--- src/rtl/race_tap_mac_if.sv ---
// rtl/race_tap_mac_if.sv - tap-mux side bus of the RACE serial MAC
interface race_tap_mac_if #(
   parameter int SIZE = 16
);
   logic            start;
   logic [3:0]      sel;
   logic [SIZE-1:0] x_in;
   logic [SIZE-1:0] coef_in;
   logic            busy;
   logic [SIZE-1:0] y_out;
   logic            y_valid;

   modport slave (
      input  start, x_in, coef_in,
      output sel, busy, y_out, y_valid
   );

   modport master (
      output start, x_in, coef_in,
      input  sel, busy, y_out, y_valid
   );
endinterface

--- src/rtl/race_tap_mac.sv ---
// rtl/race_tap_mac.sv - serial multiply-accumulate over TAPS muxed taps, rounded and saturated
module race_tap_mac #(
   parameter int SIZE  = 16,
   parameter int TAPS  = 15,
   parameter int FRAC  = 15,
   parameter int ACC_W = 2*SIZE+4
) (
   input logic         clk,
   input logic         rst,
   race_tap_mac_if.slave bus
);
   localparam logic [1:0] S_IDLE  = 2'd0;
   localparam logic [1:0] S_RUN   = 2'd1;
   localparam logic [1:0] S_FLUSH = 2'd2;
   localparam logic [1:0] S_DONE  = 2'd3;

   localparam logic [3:0] LAST = 4'(TAPS-1);
   localparam logic signed [ACC_W-1:0] RND   = ACC_W'(1) << (FRAC-1);
   localparam logic signed [ACC_W-1:0] MAX_V = ACC_W'((2**(SIZE-1))-1);
   localparam logic signed [ACC_W-1:0] MIN_V = -MAX_V - ACC_W'(1);

   logic [1:0]                state;
   logic [3:0]                cnt;
   logic signed [ACC_W-1:0]   acc;
   logic signed [2*SIZE-1:0]  prod_r;
   logic                      p_valid;
   logic [SIZE-1:0]           y_r;
   logic                      y_valid_r;

   logic signed [ACC_W-1:0]   prod_ext;
   logic signed [ACC_W-1:0]   acc_sh;
   logic [SIZE-1:0]           y_sat;

   assign prod_ext = $signed({{(ACC_W-2*SIZE){prod_r[2*SIZE-1]}}, prod_r});
   assign acc_sh   = (acc + RND) >>> FRAC;

   always_comb begin
      y_sat = acc_sh[SIZE-1:0];
      if (acc_sh > MAX_V)
         y_sat = {1'b0, {(SIZE-1){1'b1}}};
      else if (acc_sh < MIN_V)
         y_sat = {1'b1, {(SIZE-1){1'b0}}};
   end

   // Outside RUN the select parks on tap 0 so the muxes never see an out-of-range index.
   assign bus.sel     = (state == S_RUN) ? cnt : 4'd0;
   assign bus.busy    = (state != S_IDLE);
   assign bus.y_out   = y_r;
   assign bus.y_valid = y_valid_r;

   always_ff @(posedge clk) begin
      if (rst) begin
         state     <= S_IDLE;
         cnt       <= 4'd0;
         acc       <= '0;
         prod_r    <= '0;
         p_valid   <= 1'b0;
         y_r       <= '0;
         y_valid_r <= 1'b0;
      end else begin
         y_valid_r <= 1'b0;
         case (state)
            S_IDLE: begin
               if (bus.start) begin
                  state   <= S_RUN;
                  cnt     <= 4'd0;
                  acc     <= '0;
                  p_valid <= 1'b0;
               end
            end
            S_RUN: begin
               // Product is registered, so accumulation trails the select by one tap.
               prod_r  <= $signed(bus.x_in) * $signed(bus.coef_in);
               p_valid <= 1'b1;
               if (p_valid)
                  acc <= acc + prod_ext;
               cnt <= cnt + 4'd1;
               if (cnt == LAST)
                  state <= S_FLUSH;
            end
            S_FLUSH: begin
               acc   <= acc + prod_ext;
               state <= S_DONE;
            end
            S_DONE: begin
               y_r       <= y_sat;
               y_valid_r <= 1'b1;
               state     <= S_IDLE;
            end
            default: state <= S_IDLE;
         endcase
      end
   end
endmodule
--- src/flat_wrapper.sv ---
// flat-port wrapper written by rule: the top's interface ports become plain ports
module race_tap_mac_flat 
#(
   parameter int SIZE  = 16,
   parameter int TAPS  = 15,
   parameter int FRAC  = 15,
   parameter int ACC_W = 2*SIZE+4
)
  (clk, rst, bus_start, bus_x_in, bus_coef_in, bus_sel, bus_busy, bus_y_out, bus_y_valid);
  race_tap_mac_if #(.SIZE(SIZE)) bus_i ();
  input logic clk;
  input logic rst;
  input wire logic [$bits(bus_i.start)-1:0] bus_start;
  input wire logic [$bits(bus_i.x_in)-1:0] bus_x_in;
  input wire logic [$bits(bus_i.coef_in)-1:0] bus_coef_in;
  output wire logic [$bits(bus_i.sel)-1:0] bus_sel;
  output wire logic [$bits(bus_i.busy)-1:0] bus_busy;
  output wire logic [$bits(bus_i.y_out)-1:0] bus_y_out;
  output wire logic [$bits(bus_i.y_valid)-1:0] bus_y_valid;
  assign bus_i.start = bus_start;
  assign bus_i.x_in = bus_x_in;
  assign bus_i.coef_in = bus_coef_in;
  assign bus_sel = bus_i.sel;
  assign bus_busy = bus_i.busy;
  assign bus_y_out = bus_i.y_out;
  assign bus_y_valid = bus_i.y_valid;
  race_tap_mac #(.SIZE(SIZE), .TAPS(TAPS), .FRAC(FRAC), .ACC_W(ACC_W)) u_core (.clk(clk), .rst(rst), .bus(bus_i));
endmodule
--- config.mk ---
export PLATFORM = sky130hd
export DESIGN_NAME = race_tap_mac_flat
export DESIGN_NICKNAME = d
export VERILOG_FILES = /design/src/rtl/race_tap_mac_if.sv /design/src/rtl/race_tap_mac.sv /design/src/flat_wrapper.sv
export SDC_FILE = /design/constraint.sdc
export NUM_CORES = 1
export LEC_CHECK = 0
export ABC_AREA = 1
export BUFFER_PORTS_ARGS = -buffer_cell sky130_fd_sc_hd__buf_2
export CAP_MARGIN = 0
export CORE_MARGIN = 2
export CORE_UTILIZATION = 45
export CTS_CLUSTER_SIZE = 28
export DETAILED_ROUTE_END_ITERATION = 8
export GPL_TIMING_DRIVEN = 1
export SKIP_CTS_REPAIR_TIMING = 1
export SLEW_MARGIN = 20
export SYNTH_ARGS = -nofsm -noshare
export SYNTH_HDL_FRONTEND = slang
export SYNTH_SLANG_ARGS = --single-unit
--- constraint.sdc ---
create_clock -name clk -period 8.65 [get_ports clk]
set_input_delay 0.865 -clock clk [delete_from_list [all_inputs] [get_ports clk]]
set_output_delay 0.865 -clock clk [all_outputs]
set_load 0.01 [all_outputs]
==> results.ini <==
[outcome]
status=finished, final reports clean

[placed_design]
gp_congestion=1.00
io_buffer_count=56
dp_hpwl_mm=39.5

[finish]
fin_nets=2835
fin_util_pct=47.9
layout_commonest_cell=inv_1
drive_gt1_share_pct=4.76
area.growth.synth_to_final_pct=5.25
diodes=0
layout_common_cells=605 x inv_1, 572 x nand2_1, 263 x fa_1, 172 x nor2_1, 145 x a21oi_1

[critical_path]
crit_top_cell=inv_1
crit_chain=buf_2 -> nand2_1 -> inv_1 -> fa_1 -> fa_1 -> inv_1 -> fa_1 -> inv_1 -> fa_1 -> fa_1 -> inv_1 -> fa_1 -> inv_1 -> ha_1 -> nand2_1 -> nor2_1 -> inv_1 -> nor3_1 -> nand3_1 -> nand3_1 -> nor2_1 -> o21ai_0 -> inv_1
end_kind=register
cp-start-kind=input pin
crit_type=in -> reg
cp_max_fo=16
max_stage_delay_ns=0.82
cp_slowest_cell=fa_1
critical_path_arrival_ns=6.79
crit_required_ns=8.91
r2r_start=u_core.state[1]
startpoint=bus_coef_in[1]

[floorplan]
io_pins=57
num_rows=71
core_um2=37500
dieArea_um2=39500
die_h_um=199
die_w_um=199
start_util_pct=45.5

[clocking]
cts.sinks=92
clock_latency_ns=0.37
clkTransAtPathRegs_ns=0.07
cts_root_buf=clkbuf_16
numCtsBuffers=9
cts_tree=yes
cts_max_path_buffers=2
cts-htree-levels=3

[routing]
drt-initial-drc-count=1069
wl_per_cell_um=16.1
routed_via_density=5.09
final_antenna_net_count=0
wirelength_mm=47.0
post-route-drc-count=0
dr.pass1.iters=5
num_vias=14900

[timing]
maxSlewViolCount=0
finalClockSkew_ns=0.0130
setup_tns_ns=0
finalHoldViolCount=0
fin_crit_ns=6.54
worst_slew_pin_slew_ns=1.04
rsz0062_at_grt=no
min_period_over_period_pct=75.6
fmax_ghz=0.153
relSlewSlack_pct=30.0
setup_violations=0

[yosys]
syn_area_um2=17100
syn_inst=2429
yosys_warnings=0
ys_seq_area_share_pct=10.8
synth_ff_type=dfxtp_1
syn-num-nets=2851
syn-mean-instance-area_um2=7.02
synth_edf_count=0
async_reset_ff_share_pct=0
synth-seq-cells=92
yosys.cell_types.count=41

[global_route]
grt-ovfl-total=0
grt_usage_pct=25.6
antenna_found_initial=0
grt_max_degree=59
grt_pass1_vias=15300
grt_pass1_wl_mm=79.0

[worst_hold_path]
min_from=u_core.p_valid
min-delay-path-class=reg -> reg

[job]
cap_viol_max_count=0

==> path summary, 6_finish.rpt <==
path	endpoint	slack (ns)	cells after the start
hold / removal	u_core.p_valid	0.46	2
setup / recovery	u_core.prod_r[28]	2.11	23
setup reg to reg	u_core.acc[22]	4.54	12
hold reg to reg	u_core.p_valid	0.46	2
==> cells by family after synthesis <==
logic type | Yosys count | synth area share, %
XOR/XNOR | 35 | 1.80
buffers and inverters | 695 | 15.5
AND/OR/NAND/NOR | 914 | 22.1
flip-flops | 92 | 10.8
adder cells (fa/ha/maj) | 387 | 40.0
AO/OA/AOI/OAI | 306 | 9.84
==> state kept, by name, summed over array words and instances (netlist names) <==
| register | cells |
|---|---|
| u_core.bus.y_out | 16 |
| u_core.prod_r | 32 |
| u_core.cnt | 4 |
| u_core.acc | 36 |
| u_core.p_valid | 1 |
| u_core.state | 2 |
| u_core.bus.y_valid | 1 |
==> synth_stat cells, types with 3 or more instances <==
library cell / number / area [µm²]
a21o_1: 5 / 37.5
a21oi_1: 145 / 726
a21oi_2: 11 / 96.3
and2_1: 4 / 25.0
buf_1: 3 / 11.3
buf_2: 4 / 20.0
clkbuf_1: 76 / 285
dfxtp_1: 92 / 1840
fa_1: 263 / 5270
ha_1: 124 / 1550
inv_1: 606 / 2270
inv_2: 3 / 11.3
nand2_1: 572 / 2150
nand3_1: 83 / 415
nand3_2: 5 / 50.1
nand3b_1: 12 / 90.1
nand4_1: 24 / 150
nor2_1: 172 / 646
nor2_2: 6 / 37.5
nor3_1: 16 / 80.1
nor4_1: 3 / 18.8
o211ai_1: 6 / 45.0
o21a_1: 6 / 45.0
o21ai_0: 108 / 541
o21ai_1: 3 / 15.0
o21bai_1: 12 / 90.1
o221ai_1: 4 / 35.0
or2_2: 13 / 81.3
xnor2_1: 9 / 78.8
xor2_1: 26 / 228
==> stage by stage <==
| stage | cell area (µm²) | hold slack (ns) | std cells | worst slack, ns |
|---|---|---|---|---|
| after floorplan | 17100 | 0.439 | 2429 | 2.47 |
| after global placement | 17700 | 0.448 | 2913 | 1.88 |
| after detailed placement | 17700 | 0.458 | 2913 | 1.85 |
| after CTS | 18000 | 0.468 | 2927 | 2.22 |
| after global routing | 18000 | 0.496 | 2927 | 1.72 |
| final | 18000 | 0.464 | 2927 | 2.11 |
==> worst max-delay path: cells and delay by family <==
| kind | cells | cell delay, ns |
|---|---|---|
| AOI/OAI and AO/OA | 1 | 0.16 |
| buffers and inverters | 8 | 0.91 |
| and+or+nand+nor | 7 | 1.19 |
| adders and majority gates | 7 | 3.64 |
==> cell type report <==
type                            instances  area, µm²
Fill cell                            3948      19500
Multi-Input combinational cell       1642      12600
Inverter                              609       2290
Sequential cell                        92       1840
Tap cell                              511        639
Timing Repair Buffer                   59        303
Clock buffer                           11        253
Clock inverter                          3       47.5
==> routing by layer <==
metal | global-route usage (%) | up-vias | part of all wire (%)
met1 | 36.6 | 7280 | 47
met5 | 0 | - | 0
met2 | 41.8 | 354 | 45
met3 | 4.02 | 36 | 6.3
met4 | 3.87 | 0 | 1.1
li1 | - | 7237 | -
Power is not shown: default switching activity piles up to over one toggle a cycle in this logic, so the estimate is an artifact.
